--- src/rtl/etc_pkg.sv ---
// Shared types and constants for the ETC toll logger: FSM encoding,
// record layout at the default widths and the drop-counter width.
package etc_pkg;

   typedef enum logic [1:0] {
      ST_IDLE  = 2'd0,
      ST_CALC  = 2'd1,
      ST_WRITE = 2'd2
   } state_t;

   localparam int unsigned DROP_W          = 8;
   localparam int unsigned DEF_WIDTH_SPEED = 14;
   localparam int unsigned DEF_WIDTH_FEE   = 16;
   localparam int unsigned DEF_WIDTH_SEQ   = 8;

   // Record is {seq, paid, over, fee, speed}, speed in the LSBs
   function automatic int unsigned rec_width(input int unsigned w_speed,
                                             input int unsigned w_fee,
                                             input int unsigned w_seq);
      return w_seq + 2 + w_fee + w_speed;
   endfunction

   localparam int unsigned REC_W_DEF = rec_width(DEF_WIDTH_SPEED, DEF_WIDTH_FEE, DEF_WIDTH_SEQ);
   localparam int unsigned OFF_SPEED = 0;
   localparam int unsigned OFF_FEE   = OFF_SPEED + DEF_WIDTH_SPEED;
   localparam int unsigned OFF_OVER  = OFF_FEE + DEF_WIDTH_FEE;
   localparam int unsigned OFF_PAID  = OFF_OVER + 1;
   localparam int unsigned OFF_SEQ   = OFF_PAID + 1;

endpackage

--- src/rtl/etc_rec_fifo.sv ---
// Synchronous record FIFO with a registered head output. The head register
// is reloaded on every push/pop so o_dout always shows the oldest entry.
module etc_rec_fifo #(
   parameter int unsigned DEPTH = 4,
   parameter int unsigned REC_W = 40,
   localparam int unsigned AW   = $clog2(DEPTH),
   localparam int unsigned CW   = $clog2(DEPTH + 1)
) (
   input  logic             clk,
   input  logic             rst,
   input  logic             i_push,
   input  logic             i_pop,
   input  logic [REC_W-1:0] i_din,
   output logic [REC_W-1:0] o_dout,
   output logic             o_full,
   output logic             o_empty,
   output logic [CW-1:0]    o_count
);

   logic [REC_W-1:0] r_mem [DEPTH];
   logic [AW-1:0]    r_wr;
   logic [AW-1:0]    r_rd;
   logic [CW-1:0]    r_count;
   logic             r_full;
   logic             r_empty;
   logic [REC_W-1:0] r_dout;

   logic             w_do_pop;
   logic             w_do_push;
   logic [CW-1:0]    w_count_nxt;
   logic [CW-1:0]    w_stay;
   logic [AW-1:0]    w_rd_nxt;
   logic [REC_W-1:0] w_dout_nxt;

   // Qualify requests and work out the head entry after this cycle
   always_comb begin
      w_do_pop    = i_pop & ~r_empty;
      w_do_push   = i_push & (~r_full | w_do_pop);
      w_count_nxt = r_count + CW'(w_do_push) - CW'(w_do_pop);
      w_stay      = r_count - CW'(w_do_pop);
      w_rd_nxt    = r_rd + AW'(w_do_pop);
      w_dout_nxt  = r_dout;
      if (w_stay == '0) begin
         if (w_do_push) w_dout_nxt = i_din;
      end else begin
         w_dout_nxt = r_mem[w_rd_nxt];
      end
   end

   // Storage array, written only on an accepted push
   always_ff @(posedge clk) begin
      if (w_do_push) r_mem[r_wr] <= i_din;
   end

   // Pointers, occupancy and registered head/flags
   always_ff @(posedge clk or posedge rst) begin
      if (rst) begin
         r_wr    <= '0;
         r_rd    <= '0;
         r_count <= '0;
         r_full  <= 1'b0;
         r_empty <= 1'b1;
         r_dout  <= '0;
      end else begin
         if (w_do_push) r_wr <= r_wr + AW'(1);
         r_rd    <= w_rd_nxt;
         r_count <= w_count_nxt;
         r_full  <= (w_count_nxt == CW'(DEPTH));
         r_empty <= (w_count_nxt == '0);
         r_dout  <= w_dout_nxt;
      end
   end

   assign o_dout  = r_dout;
   assign o_full  = r_full;
   assign o_empty = r_empty;
   assign o_count = r_count;

endmodule

--- src/rtl/etc_toll_logger.sv ---
// ETC toll logger: captures speed/barrier on done, computes overspeed and
// fee, and queues a {seq, paid, over, fee, speed} record for the host.
// Optional feature macro ETC_STATS_EN adds cnt_total / cnt_unpaid counters.
module etc_toll_logger
   import etc_pkg::*;
#(
   parameter int unsigned WIDTH_SPEED = DEF_WIDTH_SPEED,
   parameter int unsigned WIDTH_FEE   = DEF_WIDTH_FEE,
   parameter int unsigned SPEED_LIMIT = 80,
   parameter int unsigned BASE_FEE    = 25,
   parameter int unsigned FINE        = 500,
   parameter int unsigned DEPTH       = 4,
   parameter int unsigned WIDTH_SEQ   = DEF_WIDTH_SEQ,
   localparam int unsigned REC_W      = rec_width(WIDTH_SPEED, WIDTH_FEE, WIDTH_SEQ)
) (
   input  logic                   clk,
   input  logic                   reset,
   input  logic                   done,
   input  logic [WIDTH_SPEED-1:0] speed,
   input  logic                   barrier,
   output logic                   rec_valid,
   input  logic                   rec_ready,
   output logic [REC_W-1:0]       rec_data,
   output logic                   full,
   output logic [DROP_W-1:0]      drop_cnt
`ifdef ETC_STATS_EN
   ,output logic [15:0]           cnt_total
   ,output logic [15:0]           cnt_unpaid
`endif
);

   localparam int unsigned CNT_W = $clog2(DEPTH + 1);

   state_t                 r_state;
   state_t                 w_state_nxt;
   logic [WIDTH_SPEED-1:0] r_speed;
   logic                   r_barrier;
   logic                   r_over;
   logic                   r_paid;
   logic [WIDTH_FEE-1:0]   r_fee;
   logic [WIDTH_SEQ-1:0]   r_seq;
   logic [DROP_W-1:0]      r_drop;

   logic                   w_capture;
   logic                   w_calc;
   logic                   w_write;
   logic                   w_late_done;
   logic                   w_over;
   logic                   w_pop;
   logic                   w_push;
   logic [1:0]             w_drop_inc;
   logic [DROP_W:0]        w_drop_sum;
   logic [REC_W-1:0]       w_rec;
   logic [REC_W-1:0]       w_dout;
   logic                   w_full;
   logic                   w_empty;
   logic [CNT_W-1:0]       w_count;

   // State register
   always_ff @(posedge clk or posedge reset) begin
      if (reset) r_state <= ST_IDLE;
      else       r_state <= w_state_nxt;
   end

   // Next state and per-state strobes; done outside IDLE is a lost event
   always_comb begin
      w_state_nxt = r_state;
      w_capture   = 1'b0;
      w_calc      = 1'b0;
      w_write     = 1'b0;
      w_late_done = 1'b0;
      case (r_state)
         ST_IDLE: begin
            if (done) begin
               w_capture   = 1'b1;
               w_state_nxt = ST_CALC;
            end
         end
         ST_CALC: begin
            w_calc      = 1'b1;
            w_late_done = done;
            w_state_nxt = ST_WRITE;
         end
         ST_WRITE: begin
            w_write     = 1'b1;
            w_late_done = done;
            w_state_nxt = ST_IDLE;
         end
         default: w_state_nxt = ST_IDLE;
      endcase
   end

   // Push gating, drop accounting and record assembly
   always_comb begin
      w_over     = (r_speed > WIDTH_SPEED'(SPEED_LIMIT));
      w_pop      = rec_valid & rec_ready;
      w_push     = w_write & ((w_count != CNT_W'(DEPTH)) | w_pop);
      w_drop_inc = {1'b0, w_write & ~w_push} + {1'b0, w_late_done};
      w_drop_sum = {1'b0, r_drop} + (DROP_W + 1)'(w_drop_inc);
      w_rec      = {r_seq, r_paid, r_over, r_fee, r_speed};
   end

   // Capture, fee calculation, sequence and drop counters
   always_ff @(posedge clk or posedge reset) begin
      if (reset) begin
         r_speed   <= '0;
         r_barrier <= 1'b0;
         r_over    <= 1'b0;
         r_paid    <= 1'b0;
         r_fee     <= '0;
         r_seq     <= '0;
         r_drop    <= '0;
      end else begin
         if (w_capture) begin
            r_speed   <= speed;
            r_barrier <= barrier;
         end
         if (w_calc) begin
            r_over <= w_over;
            r_paid <= ~r_barrier;
            r_fee  <= WIDTH_FEE'(BASE_FEE) + (w_over ? WIDTH_FEE'(FINE) : '0);
         end
         if (w_push) r_seq <= r_seq + WIDTH_SEQ'(1);
         r_drop <= w_drop_sum[DROP_W] ? '1 : w_drop_sum[DROP_W-1:0];
      end
   end

   etc_rec_fifo #(
      .DEPTH (DEPTH),
      .REC_W (REC_W)
   ) u_fifo (
      .clk     (clk),
      .rst     (reset),
      .i_push  (w_push),
      .i_pop   (w_pop),
      .i_din   (w_rec),
      .o_dout  (w_dout),
      .o_full  (w_full),
      .o_empty (w_empty),
      .o_count (w_count)
   );

   assign rec_valid = ~w_empty;
   assign rec_data  = w_dout;
   assign full      = w_full;
   assign drop_cnt  = r_drop;

`ifdef ETC_STATS_EN
   logic [15:0] r_cnt_total;
   logic [15:0] r_cnt_unpaid;

   // Event statistics: every captured done, and those with barrier closed
   always_ff @(posedge clk or posedge reset) begin
      if (reset) begin
         r_cnt_total  <= '0;
         r_cnt_unpaid <= '0;
      end else if (w_capture) begin
         r_cnt_total <= r_cnt_total + 16'd1;
         if (barrier) r_cnt_unpaid <= r_cnt_unpaid + 16'd1;
      end
   end

   assign cnt_total  = r_cnt_total;
   assign cnt_unpaid = r_cnt_unpaid;
`else
   // Statistics counters are not built in this configuration
`endif

endmodule

--- config.mk ---
export PLATFORM = sky130hd
export DESIGN_NAME = etc_toll_logger
export DESIGN_NICKNAME = d
export VERILOG_FILES = /design/src/rtl/etc_pkg.sv /design/src/rtl/etc_rec_fifo.sv /design/src/rtl/etc_toll_logger.sv
export SDC_FILE = /design/constraint.sdc
export NUM_CORES = 1
export LEC_CHECK = 0
export BUFFER_PORTS_ARGS = -buffer_cell sky130_fd_sc_hd__buf_2
export CAP_MARGIN = 20
export CORE_MARGIN = 2
export CORE_UTILIZATION = 55
export DETAILED_ROUTE_END_ITERATION = 16
export PLACE_DENSITY = 0.75
export SYNTH_ARGS = -nofsm -noshare
export SYNTH_HDL_FRONTEND = slang
export SYNTH_HIERARCHICAL = 1
export SYNTH_SLANG_ARGS = --single-unit
--- constraint.sdc ---
create_clock -name clk -period 2.61 [get_ports clk]
set_input_delay 0 -clock clk [delete_from_list [all_inputs] [get_ports clk]]
set_output_delay 0 -clock clk [all_outputs]
set_load 0.01 [all_outputs]
# ---- Word-level counts from Yosys, hierarchy flattened
# Memory sizes are Yosys's and may differ from the RTL's.
# Cells that the tools add are included.
dict set report classes {
  add_sub_neg 9
  muxes 13
  n_eq_ne 6
  reduce_logical 4
  bitwise 11
  n_lt_le_gt_ge 1
}
# operator n
set op_table {}
lappend op_table {{$mux W40} 2}
lappend op_table {{$gt A14 B7 Y1 const B} 1}
lappend op_table {{$add A5 B9 Y10 const A} 1}
lappend op_table {{$add A8 B2 Y9} 1}
lappend op_table {{$mux W9} 1}
lappend op_table {{$add A8 B1 Y8 const B} 1}
lappend op_table {{$mux W8} 1}
lappend op_table {{$mux W1} 7}
lappend op_table {{$logic_not A3 Y1} 2}
lappend op_table {{$sub A3 B1 Y3} 2}
lappend op_table {{$and A1 B1 Y1} 5}
lappend op_table {{$not A1 Y1} 4}
lappend op_table {{$pmux W2 S2} 1}
lappend op_table {{$add A3 B1 Y3} 1}
lappend op_table {{$eq A3 B3 Y1 const B} 1}
lappend op_table {{$ne A3 B3 Y1 const B} 1}
lappend op_table {{$add A1 B1 Y2} 1}
lappend op_table {{$add A2 B1 Y2} 1}
lappend op_table {{$add A2 B1 Y2 const B} 1}
lappend op_table {{$eq A2 B1 Y1 const B} 1}
lappend op_table {{$eq A2 B2 Y1 const B} 1}
lappend op_table {{$logic_not A2 Y1} 1}
lappend op_table {{$mux W2} 1}
lappend op_table {{$ne A2 B1 Y1 const B} 1}
lappend op_table {{3 further kinds} 4}
dict set report word_totals {
  word_cells 59
  reg_bits 100
  in_bits 19
  memories 1
  ramBits 160
}
# name depth word_bits rd rd_clocked_by_memory_dff write_ports line
set memory_table {}
lappend memory_table {u_fifo.r_mem 4 40 1 0 1 etc_rec_fifo.sv:20} ;# logic [REC_W-1:0] r_mem [DEPTH];

# ---- Depth between registers and ports, before layout
# Gate-level depths: netlist of run 1.
dict set report logic_depth {
  word_depth 9
  ltp_mapped 13
  ltp_nobuf 12
}

# ---- Hierarchy
# The synthesis of run 1 kept the hierarchy.
# mod cells_each seq_area_each_um2 area_each_um2 n_inst
set modules_own_cells {}
lappend modules_own_cells {etc_rec_fifo 425 6032.0 8155.3 1}
lappend modules_own_cells {etc_toll_logger 135 925.9 1647.8 1}

# ---- Least setup slack after synthesis of run 1
# OpenSTA, ideal clock, no wires.
dict set report synth_timing {
  kind {reg-to-reg}
  startpoint {register r_state[0]}
  endpoint {register u_fifo.r_full, in the netlist u_fifo/o_full}
  path_slack_ns -0.170
  t_required_ns 2.522
  path_buffers 1
  path_stages_with_launch 14
  arrival_time_ns 2.691
  period_less_slack_ns 2.780
  cell_sequence {dfrtp_1 > inv_1 > ha_1 > a21boi_4 > o21a_1 > buf_2 > inv_1 > ha_1 > inv_1 > ha_1 > fa_1 > xnor2_1 > xnor2_1 > nor3b_1}
}
dict set report synth_via {
  elab_chain_len 7
}
# element line
set synth_rtl {}
lappend synth_rtl {{start, declared} etc_toll_logger.sv:34} ;# state_t r_state;
lappend synth_rtl {{start signal, assigned} etc_toll_logger.sv:62} ;# else r_state <= w_state_nxt;
lappend synth_rtl {{$eq A2 B2 Y1} etc_toll_logger.sv:72} ;# case (r_state)
lappend synth_rtl {{$mux W1} etc_toll_logger.sv:72}
lappend synth_rtl {{$and A1 B1 Y1} etc_toll_logger.sv:97} ;# w_push = w_write & ((w_count != CNT_W'(DEPTH)) | w_pop);
lappend synth_rtl {{named net w_push} etc_toll_logger.sv:50} ;# logic w_push;
lappend synth_rtl {{$and A1 B1 Y1} etc_rec_fifo.sv:38} ;# w_do_push = i_push & (~r_full | w_do_pop);
lappend synth_rtl {{$add A3 B1 Y3} etc_rec_fifo.sv:39} ;# w_count_nxt = r_count + CW'(w_do_push) - CW'(w_do_pop);
lappend synth_rtl {{$sub A3 B1 Y3} etc_rec_fifo.sv:39}
lappend synth_rtl {{named net u_fifo.w_count_nxt[2]} etc_rec_fifo.sv:30} ;# logic [CW-1:0] w_count_nxt;
lappend synth_rtl {{$eq A3 B3 Y1} etc_rec_fifo.sv:68} ;# r_full <= (w_count_nxt == CW'(DEPTH));
lappend synth_rtl {{end signal, assigned} etc_rec_fifo.sv:68}
lappend synth_rtl {{end, declared} etc_rec_fifo.sv:24} ;# logic r_full;
# The timed path passes the listed nets, and every way through them passes these cells.
# A chain may end at the register's enable or synchronous reset.

# ---- Final worst setup path of run 1
dict set report layout_timing {
  startpoint {register u_fifo.r_empty, in the netlist u_fifo/o_empty}
  endpoint {register u_fifo.r_full, in the netlist u_fifo/o_full}
}
dict set report layout_via {
  elab_chain_len 8
}
# element line
set layout_rtl {}
lappend layout_rtl {{start, declared} etc_rec_fifo.sv:25} ;# logic r_empty;
lappend layout_rtl {{start signal, assigned} etc_rec_fifo.sv:69} ;# r_empty <= (w_count_nxt == '0);
lappend layout_rtl {{$not A1 Y1 *} etc_toll_logger.sv:143} ;# assign rec_valid = ~w_empty;
lappend layout_rtl {{$and A1 B1 Y1 *} etc_toll_logger.sv:96} ;# w_pop = rec_valid & rec_ready;
lappend layout_rtl {{named net w_pop} etc_toll_logger.sv:49} ;# logic w_pop;
lappend layout_rtl {{$or A1 B1 Y1 or $and A1 B1 Y1 (tied branches)} {etc_toll_logger.sv:97, etc_rec_fifo.sv:37}}
lappend layout_rtl {{$and A1 B1 Y1 or $or A1 B1 Y1 (tied branches)} {etc_toll_logger.sv:97, etc_rec_fifo.sv:38}}
lappend layout_rtl {{$and A1 B1 Y1} etc_rec_fifo.sv:38}
lappend layout_rtl {{$add A3 B1 Y3} etc_rec_fifo.sv:39}
lappend layout_rtl {{$sub A3 B1 Y3 *} etc_rec_fifo.sv:39}
lappend layout_rtl {{named net u_fifo.w_count_nxt[2]} etc_rec_fifo.sv:30}
lappend layout_rtl {{$eq A3 B3 Y1 *} etc_rec_fifo.sv:68}
# The timed path passes the listed nets; every way through them passes the cells marked *.

==> results of run 1 <==
## worst paths after layout
path / from / to / slack, ns / cells after the start
setup / recovery: u_fifo/o_empty / u_fifo/o_full / 0.14 / 12
hold / removal: reset / u_fifo/o_dout[4] / 0.06 / 3
setup reg to reg: u_fifo/o_empty / u_fifo/o_full / 0.14 / 12
hold reg to reg: r_barrier / r_paid / 0.47 / 1
max in group asynchronous: reset / u_fifo/o_empty / 1.71 / 4
min in group clk: rec_ready / drop_cnt[0] / 0.09 / 5
## cells in the final DEF, fill, tap and decap left out, types with 6 or more instances in the layout
cell type | Yosys | layout
edfxtp_1 | 160 | 160
dfrtp_1 | 85 | 85
buf_2 | 4 | 68
conb_1 | 1 | 55
nand2_1 | 50 | 50
mux2i_1 | 41 | 41
o21ai_1 | 40 | 40
mux4_2 | 40 | 40
clkbuf_16 | 0 | 25
dlygate4sd3_1 | 0 | 17
mux2_2 | 16 | 16
inv_1 | 19 | 15
buf_12 | 0 | 12
ha_1 | 15 | 11
xnor2_1 | 10 | 8
buf_4 | 3 | 8
nor2_1 | 6 | 6
clkbuf_1 | 4 | 6
clkbuf_8 | 0 | 6
## worst reg2reg max path, cell delays in order, from the launching register on
cell	delay [ns]
dfstp_2	0.57
nand2b_4	0.16
inv_1	0.04
nor2b_4	0.14
o21a_2	0.21
inv_2	0.06
ha_4	0.12
inv_2	0.04
ha_4	0.15
fa_2	0.37
xnor2_2	0.21
xnor2_2	0.15
nor3b_2	0.18
## per-layer routing
| metal | track usage (%) | vias up | routed length (um) |
|---|---|---|---|
| met1 | 26.0 | 2674 | 7430 |
| met3 | 3.79 | 38 | 1010 |
| li1 | - | 2384 | - |
| met5 | 0 | - | 0 |
| met2 | 37.7 | 139 | 9740 |
| met4 | 6.53 | 0 | 447 |
## flip-flops by register name (all words and copies together) (netlist names)
signal          count
u_fifo/r_mem      160
drop_cnt            8
u_fifo/r_rd         2
u_fifo/r_wr         2
r_fee               3
u_fifo/o_empty      1
r_speed            14
r_state             2
r_barrier           1
r_paid              1
r_seq               8
u_fifo/o_full       1
u_fifo/o_count      3
u_fifo/o_dout      40
## cells by family after synthesis
family	Yosys count
other	1
multiplexers	97
flip-flops	246
buffers and inverters	43
XOR/XNOR	12
AO/OA/AOI/OAI	56
adder cells (fa/ha/maj)	17
AND/OR/NAND/NOR	88
## what timing repair did
item | CTS | global route
hold endpoints to repair | 57 | 0
endpoints found under the setup margin | 1 | 1
hold buffers | 17 | 0
gates resized for setup | 1 | 1
## power by group through the flow
| stage | combinational, mW | clock (mW) | sequential (mW) |
|---|---|---|---|
| after floorplan | 3.62 | 0 | 6.07 |
| after global placement | 4.98 | 0 | 6.03 |
| after detailed placement | 5.18 | 0 | 6.12 |
| after CTS | 5.24 | 3.46 | 6.05 |
| after global routing | 5.71 | 3.62 | 6.17 |
| final | 5.17 | 3.40 | 6.05 |
## stage by stage
step / util (%) / setup TNS [ns]
after floorplan: - / -0.0152
after global placement: 62.4 / 0
after detailed placement: 62.4 / 0
after CTS: 67.9 / 0
after global routing: 68.2 / 0
final: 68.2 / 0
## final cells by class
| cell class | count | area (um2) |
|---|---|---|
| Clock buffer | 37 | 731 |
| Clock inverter | 8 | 61.3 |
| Multi-Input combinational cell | 325 | 2880 |
| Tap cell | 225 | 282 |
| Timing Repair Buffer | 106 | 838 |
| Fill cell | 1133 | 5530 |
| Sequential cell | 246 | 6960 |
| Inverter | 20 | 75.1 |
==> results.sh, run 1 <==
export IMPL_powerDensity_mw_per_mm2=1240
export IMPL_layout_cells_non_filler=967
export IMPL_power_switching_mw=4.72
export IMPL_synth_area_leader_cell="edfxtp_1"
export IMPL_slew_violations=0
export IMPL_netlist_area_leader_share_pct=49.0
export IMPL_gp_congestion=0.737
export IMPL_final_hold_viol_count=0
export IMPL_ios=69
export IMPL_ys_top_cells_by_area="edfxtp_1 49%, dfrtp_1 22%, mux4_2 9.2%, mux2i_1 4.2%, o21ai_1 2.0%"
export IMPL_avgViaCountPerCell=5.41
export IMPL_worst_slew_pin_slew_ns=0.694
export IMPL_synth_edf_count=160
export IMPL_vdd_drop_max_v=0.000735
export IMPL_grt_pass1_wl_um=30000
export IMPL_drtAntennaViolNets=0
export IMPL_cts_tree="built"
export IMPL_hpwl_um=11600
export IMPL_p_leak_nw=4.54
export IMPL_ys_seq_elements=246
export IMPL_finalCritPeriodShare_pct=94.8
export IMPL_ys_seq_area_share_pct=71.0
export IMPL_clock_sinks=246
export IMPL_worstPathRequired_ns=3.04
export IMPL_yosysMostFrequentCell="edfxtp_1"
export IMPL_detail_route_wl_per_cell_um=19.3
export IMPL_io_buffers=68
export IMPL_muxShareOfSynthArea_pct=15.2
export IMPL_fp_dieW_um=138
export IMPL_grt_ovfl_total=0
export IMPL_first_global_vias=5777
export IMPL_post_cts_buffers=0
export IMPL_drc=0
export IMPL_cp_num_buf_inv=3
export IMPL_grt_util_all_layers_pct=21.0
export IMPL_async_reset_ff_share_pct=35.0
export IMPL_synth_simple_gate_area_share_pct=4.33
export IMPL_drive_gt1_share_pct=28.3
export IMPL_synth_top_family_by_area="multiplexers"
export IMPL_hold_ws_ns=0.0552
export IMPL_final_cell_area_mm2=0.0118
export IMPL_routed_wl_um=18600
export IMPL_num_rows=48
export IMPL_end_kind="register"
export IMPL_path_cells="nand2b_4 -> inv_1 -> nor2b_4 -> o21a_2 -> inv_2 -> ha_4 -> inv_2 -> ha_4 -> fa_2 -> xnor2_2 -> xnor2_2 -> nor3b_2"
export IMPL_yosys_warnings=6
export IMPL_root_buffer="clkbuf_16"
export IMPL_synth_main_ff_cell="edfxtp_1"
export IMPL_status="complete, no violations"
export IMPL_cts_buffer_depth=3
export IMPL_clk_latency_ns=0.51
export IMPL_setup_viol=0
export IMPL_dieArea_mm2=0.0189
export IMPL_core_area_mm2=0.0174
export IMPL_max_cap_viol_count=0
export IMPL_p_seq_share_pct=41.4
export IMPL_hold_class="in -> async"
export IMPL_syn2layout_area_growth_pct=20.7
export IMPL_pwr_share_comb_pct=35.4
export IMPL_grt_setup_unrepaired="no"
export IMPL_placed_cells=904
export IMPL_min_period_ns=2.47
export IMPL_cpMaxStageDelayCell="dfstp_2"
export IMPL_num_vias=5235
export IMPL_clock_fmax_ghz=0.404
export IMPL_path_max_fanout=4
export IMPL_path_clk_slew_ns=0.06
export IMPL_cellInternalPower_mw=9.90
export IMPL_slew_headroom_pct=53.7
export IMPL_ys_types=44
export IMPL_crit_family="adder cells"
export IMPL_slowest_delay_ns=0.57
export IMPL_antenna_found_initial=0
export IMPL_synthAdderAreaFrac_pct=2.32
export IMPL_synth_xor_xnor_area_share_pct=1.15
export IMPL_avgSynthCellArea_um2=17.5
export IMPL_antennaDiodeCount=0
export IMPL_die_y_um=138
export IMPL_crit_type="reg -> reg"
export IMPL_drt_iter0_markers=482
export IMPL_cts_buffers_inserted=25
export IMPL_finClkSkew_ns=0.00746
export IMPL_start_kind="register"
export IMPL_clkPwrFrac_pct=23.2
export IMPL_setup_ws_ns=0.135
export IMPL_start_util_pct=56.5
export IMPL_arrival_ns=2.90
export IMPL_power_mw=14.6
export IMPL_post_dp_cell_area_mm2=0.0108
export IMPL_synthCells=560
export IMPL_synth_compound_area_share_pct=3.20
export IMPL_drt_first_pass_iters=4
export IMPL_place_ws_ns=0.0204
export IMPL_yosys_top_cells_count="160 x edfxtp_1, 85 x dfrtp_1, 50 x nand2_1, 41 x mux2i_1"
export IMPL_htree_num_levels=1
export IMPL_synth_area_mm2=0.00980
export IMPL_grt_max_degree=81
export IMPL_p_sw_share_pct=32.3
export IMPL_nets=760
No activity file was read; power rests on OpenSTA's default activity.
==> run 2: changes to the inputs <==
--- a/config.mk
+++ b/config.mk
@@ -10,7 +10,7 @@
 export CORE_MARGIN = 2
 export CORE_UTILIZATION = 55
 export DETAILED_ROUTE_END_ITERATION = 16
-export PLACE_DENSITY = 0.75
+export PLACE_DENSITY = 0.79
 export SYNTH_ARGS = -nofsm -noshare
 export SYNTH_HDL_FRONTEND = slang
 export SYNTH_HIERARCHICAL = 1
==> run 2 against run 1 <==
- worst setup slack got worse by 0.025 ns
- global-route usage increased by 1.0 points
- combinational power about the same
- wire length increased by 5.1%
- sequential power about the same
- clock power increased by 1%
- clock-buffer cell count decreased by 2
- final cell count decreased by 0.21%
- core utilization decreased by 0.29 points
- critical path depth unchanged
==> results.sh, run 2 (same netlist as run 1, synthesis figures left out) <==
export IMPL_cts_buffer_depth=3
export IMPL_grt_util_all_layers_pct=22.0
export IMPL_slew_headroom_pct=59.2
export IMPL_first_global_vias=5924
export IMPL_num_rows=48
export IMPL_rr_worst_depth=12
export IMPL_start_kind="register"
export IMPL_end_kind="register"
export IMPL_setup_viol=0
export IMPL_nets=758
export IMPL_core_area_mm2=0.0174
export IMPL_crit_type="reg -> reg"
export IMPL_drc=0
export IMPL_detail_route_wl_per_cell_um=20.3
export IMPL_largest_register_ffs=160
export IMPL_hpwl_um=11600
export IMPL_finClkSkew_ns=0.0110
export IMPL_worstPathRequired_ns=3.04
export IMPL_powerDensity_mw_per_mm2=1250
export IMPL_p_leak_nw=4.52
export IMPL_regMostFlops="u_fifo/r_mem"
export IMPL_final_hold_viol_count=0
export IMPL_clk_latency_ns=0.51
export IMPL_final_cell_area_mm2=0.0118
export IMPL_dieArea_mm2=0.0189
export IMPL_avgViaCountPerCell=5.60
export IMPL_antenna_found_initial=0
export IMPL_min_period_ns=2.50
export IMPL_drt_first_pass_iters=5
export IMPL_post_dp_cell_area_mm2=0.0108
export IMPL_clock_fmax_ghz=0.400
export IMPL_drt_iter0_markers=563
export IMPL_drtAntennaViolNets=0
export IMPL_arrival_ns=2.93
export IMPL_ios=69
export IMPL_setup_ws_ns=0.110
export IMPL_grt_setup_unrepaired="no"
export IMPL_status="complete, no violations"
export IMPL_power_mw=14.7
export IMPL_path_max_fanout=4
export IMPL_place_ws_ns=0.0365
export IMPL_hold_class="in -> async"
export IMPL_path_clk_slew_ns=0.06
export IMPL_root_buffer="clkbuf_16"
export IMPL_vdd_drop_max_v=0.000811
export IMPL_grt_max_degree=49
export IMPL_num_vias=5405
export IMPL_final_common_cell="edfxtp_1"
export IMPL_clock_sinks=246
export IMPL_cts_tree="built"
export IMPL_grt_pass1_wl_um=31300
export IMPL_fp_dieW_um=138
export IMPL_htree_num_levels=1
export IMPL_fin_util_pct=67.9
export IMPL_syn2layout_area_growth_pct=20.2
export IMPL_worst_slew_pin_slew_ns=0.612
export IMPL_routed_wl_um=19600
export IMPL_slew_violations=0
export IMPL_start_util_pct=56.5
export IMPL_finalCritPeriodShare_pct=95.8
export IMPL_cts_buffers_inserted=24
export IMPL_rrSetupSlack_ns=0.11
export IMPL_die_y_um=138
export IMPL_drive_gt1_share_pct=28.0
export IMPL_max_cap_viol_count=0
export IMPL_final_cell_mix="160 x edfxtp_1, 85 x dfrtp_1, 68 x buf_2, 55 x conb_1, 50 x nand2_1"
export IMPL_antennaDiodeCount=0
export IMPL_gp_congestion=0.764
export IMPL_io_buffers=68
export IMPL_grt_ovfl_total=0
run 2: final cells by class:
class	count	area [um2]
clock buffers	35	703
clock inverters	9	90.1
fillers	1121	5580
inverters	20	75.1
multi-input cells	325	2870
flip-flops and latches	246	6960
well taps	225	282
repair buffers	105	798
run 2: through the flow:
step | cells | setup TNS [ns] | hold slack, ns
5_1_grt | 965 | 0 | 0.0883
6_report | 965 | 0 | 0.0408
3_3_place_gp | 904 | 0 | 0.00829
4_1_cts | 965 | 0 | 0.0391
2_1_floorplan | 614 | -0.0152 | 0.150
3_5_place_dp | 904 | 0 | 0.0145
run 2: what timing repair did:
item / in CTS / in global routing
setup endpoints to repair: 0 / 2
hold endpoints to repair: 78 / 0
gates resized for setup: 0 / 3
setup buffers: 0 / 0
hold buffers: 17 / 0
run 2: power breakdown:
group	internal (mW)	total, mW	switching [mW]	leakage, nW
registers	5.33	6.07	0.740	2.42
clock network	2.06	3.44	1.38	0.390
logic	2.48	5.16	2.68	1.71
run 2: path summary, 6_finish.rpt:
path,from,to
setup / recovery,u_fifo/o_empty,u_fifo/o_full
hold / removal,reset,r_seq[5]
setup reg to reg,u_fifo/o_empty,u_fifo/o_full
hold reg to reg,r_barrier,r_paid
max in group asynchronous,reset,u_fifo/o_empty
min in group clk,rec_ready,drop_cnt[0]
run 2: metal layers:
layer / vias to the layer above / GRT usage (%) / part of all wire [%]
met4: 0 / 7.56 / 2.7
met5: - / 0 / 0
met2: 167 / 39.2 / 54
met3: 49 / 3.20 / 4.5
met1: 2801 / 27.7 / 39
li1: 2388 / - / -
run 2: worst max-delay path, cell delays in order, from the launching register on:
cell and delay, ns:
dfstp_2 0.56, nand2b_4 0.15, inv_1 0.05, nor2b_4 0.14, o21a_2 0.21, inv_2 0.07, ha_4 0.12, inv_2 0.03
ha_4 0.15, fa_2 0.36, xnor2_2 0.22, xnor2_2 0.16, nor3b_2 0.18
==> run 3: changes to the inputs <==
--- a/config.mk
+++ b/config.mk
@@ -9,8 +9,10 @@
 export CAP_MARGIN = 20
 export CORE_MARGIN = 2
 export CORE_UTILIZATION = 55
+export CTS_BUF_LIST = sky130_fd_sc_hd__clkbuf_16
 export DETAILED_ROUTE_END_ITERATION = 16
 export PLACE_DENSITY = 0.79
+export REMOVE_ABC_BUFFERS = 1
 export SYNTH_ARGS = -nofsm -noshare
 export SYNTH_HDL_FRONTEND = slang
 export SYNTH_HIERARCHICAL = 1
==> constraint.sdc (replaced) <==
create_clock -name clk -period 2.61 [get_ports clk]
set_input_delay 0.3915 -clock clk [delete_from_list [all_inputs] [get_ports clk]]
set_output_delay 0.3915 -clock clk [all_outputs]
set_load 0.01 [all_outputs]
==> run 3 against run 2 <==
- wire length shrank 6.0%
- via count decreased by 4.8%
- largest power group unchanged
- flip-flop and latch count unchanged
- first-iteration DRC count shrank 45%
- sequential power shrank 0.8%
- sequential share of layout area is 1.2 points higher
- worst hold slack better by 0.077 ns
- clock power decreased by 2%
- fmax shrank 1.3%
- global-route usage decreased by 1.5 points
- largest cell class unchanged
- combinational power shrank 3%
- clock-buffer cell count down 10
==> results.sh, run 3 (same netlist as run 1, synthesis figures left out) <==
export IMPL_status="complete, no violations"
export IMPL_finClkSkew_ns=0.00961
export IMPL_path_cells="inv_2 -> ha_1 -> a21boi_4 -> o21a_2 -> inv_1 -> ha_1 -> inv_1 -> ha_1 -> fa_2 -> xnor2_2 -> xnor2_2 -> nor3b_2"
export IMPL_path_clk_slew_ns=0.07
export IMPL_hpwl_um=11400
export IMPL_cp_common_cell="ha_1"
export IMPL_fp_dieW_um=138
export IMPL_drive_gt1_share_pct=27.0
export IMPL_avgViaCountPerCell=5.44
export IMPL_syn2layout_area_growth_pct=17.8
export IMPL_p_leak_nw=4.46
export IMPL_slew_headroom_pct=60.8
export IMPL_place_ws_ns=-0.0485
export IMPL_slowest_delay_ns=0.40
export IMPL_path_max_fanout=4
export IMPL_setup_ws_ns=0.0771
export IMPL_post_cts_buffers=0
export IMPL_min_period_ns=2.53
export IMPL_grt_pass1_wl_um=29300
export IMPL_regMostFlops="u_fifo/r_mem"
export IMPL_routed_wl_um=18400
export IMPL_met3RoutedLength_um=931
export IMPL_drt_iter0_markers=307
export IMPL_io_buffers=68
export IMPL_slew_violations=0
export IMPL_start_util_pct=56.5
export IMPL_drt_first_pass_iters=5
export IMPL_rr_worst_depth=12
export IMPL_final_hold_viol_count=0
export IMPL_htree_num_levels=1
export IMPL_drt_met1_wl_um=7270
export IMPL_start_kind="register"
export IMPL_antennaDiodeCount=0
export IMPL_core_area_mm2=0.0174
export IMPL_ios=69
export IMPL_tns_ns=0
export IMPL_nets=740
export IMPL_cpMaxStageDelayCell="dfrtp_1"
export IMPL_post_dp_cell_area_mm2=0.0107
export IMPL_clock_fmax_ghz=0.395
export IMPL_gp_congestion=0.742
export IMPL_end_kind="register"
export IMPL_root_buffer="clkbuf_16"
export IMPL_antenna_found_initial=0
export IMPL_hold_depth=2
export IMPL_drtAntennaViolNets=0
export IMPL_setup_viol=0
export IMPL_worstPathRequired_ns=3.04
export IMPL_dieArea_mm2=0.0189
export IMPL_num_rows=48
export IMPL_power_mw=14.4
export IMPL_arrival_ns=2.97
export IMPL_final_cell_area_mm2=0.0115
export IMPL_final_common_cell="edfxtp_1"
export IMPL_clock_sinks=246
export IMPL_hold_class="in -> reg"
export IMPL_grt_ovfl_total=0
export IMPL_cts_buffer_depth=3
export IMPL_final_cell_mix="160 x edfxtp_1, 85 x dfrtp_1, 68 x buf_2, 55 x conb_1, 50 x nand2_1"
export IMPL_drc=0
export IMPL_top_layer="met4"
export IMPL_grt_setup_unrepaired="yes"
export IMPL_finalCritPeriodShare_pct=97.0
export IMPL_vdd_drop_max_v=0.000702
export IMPL_clk_latency_ns=0.51
export IMPL_grt_max_degree=81
export IMPL_cts_tree="built"
export IMPL_num_vias=5147
export IMPL_grt_util_all_layers_pct=20.5
export IMPL_cts_buffers_inserted=24
export IMPL_detail_route_wl_per_cell_um=19.4
export IMPL_fin_util_pct=66.5
export IMPL_worst_slew_pin_slew_ns=0.587
export IMPL_dr_wl_met2_um=9830
export IMPL_die_y_um=138
export IMPL_crit_type="reg -> reg"
export IMPL_powerDensity_mw_per_mm2=1250
export IMPL_max_cap_viol_count=0
export IMPL_largest_register_ffs=160
export IMPL_first_global_vias=5467
==> run 3: cell type report <==
| class | count | area [um2] |
|---|---|---|
| Fill cell | 1147 | 5810 |
| Multi-Input combinational cell | 325 | 2820 |
| Sequential cell | 246 | 6960 |
| Tap cell | 225 | 282 |
| Clock inverter | 19 | 155 |
| Inverter | 20 | 75.1 |
| Timing Repair Buffer | 87 | 627 |
| Clock buffer | 25 | 626 |
==> run 3: power breakdown <==
group | switching, mW | internal (mW)
sequential | 0.693 | 5.33
combinational | 2.58 | 2.45
clock | 1.36 | 2.02
total | 4.63 | 9.79
==> run 3: worst max-delay path: cells and delay by family, from the launching register on <==
kind | cells | cell delay [ns]
flip-flops | 1 | 0.40
XOR/XNOR | 2 | 0.35
AO/OA/AOI/OAI | 2 | 0.36
AND/OR/NAND/NOR | 1 | 0.19
adder cells (fa/ha/maj) | 4 | 0.99
buffers and inverters | 3 | 0.17
==> run 3: path summary, 6_finish.rpt <==
path / start / end / slack (ns)
setup reg to reg: r_state[0] / u_fifo/o_full / 0.08
hold / removal: speed[1] / r_speed[1] / 0.12
max in group asynchronous: reset / u_fifo/o_dout[13] / 1.62
setup / recovery: r_state[0] / u_fifo/o_full / 0.08
min in group asynchronous: reset / u_fifo/o_full / 0.33
hold reg to reg: r_barrier / r_paid / 0.47
==> run 3: per-layer routing <==
layer  vias to the layer above  GRT usage [%]
met4                         0           5.67
met5                         -              0
li1                       2338              -
met2                       148           36.7
met3                        31           2.98
met1                      2630           26.3
==> run 3: metrics by stage <==
step	cells	hold WS, ns
detailed placement	902	0.313
global placement	902	0.299
floorplan	591	0.420
finish	947	0.118
global route	947	0.111
CTS	947	0.102
==> run 3: timing repair <==
item / CTS / global route
endpoints found under the hold margin: 6 / 0
hold buffers: 1 / 0
gates resized for setup: 4 / 2
setup endpoints to repair: 9 / 129
pin swaps: 1 / 1
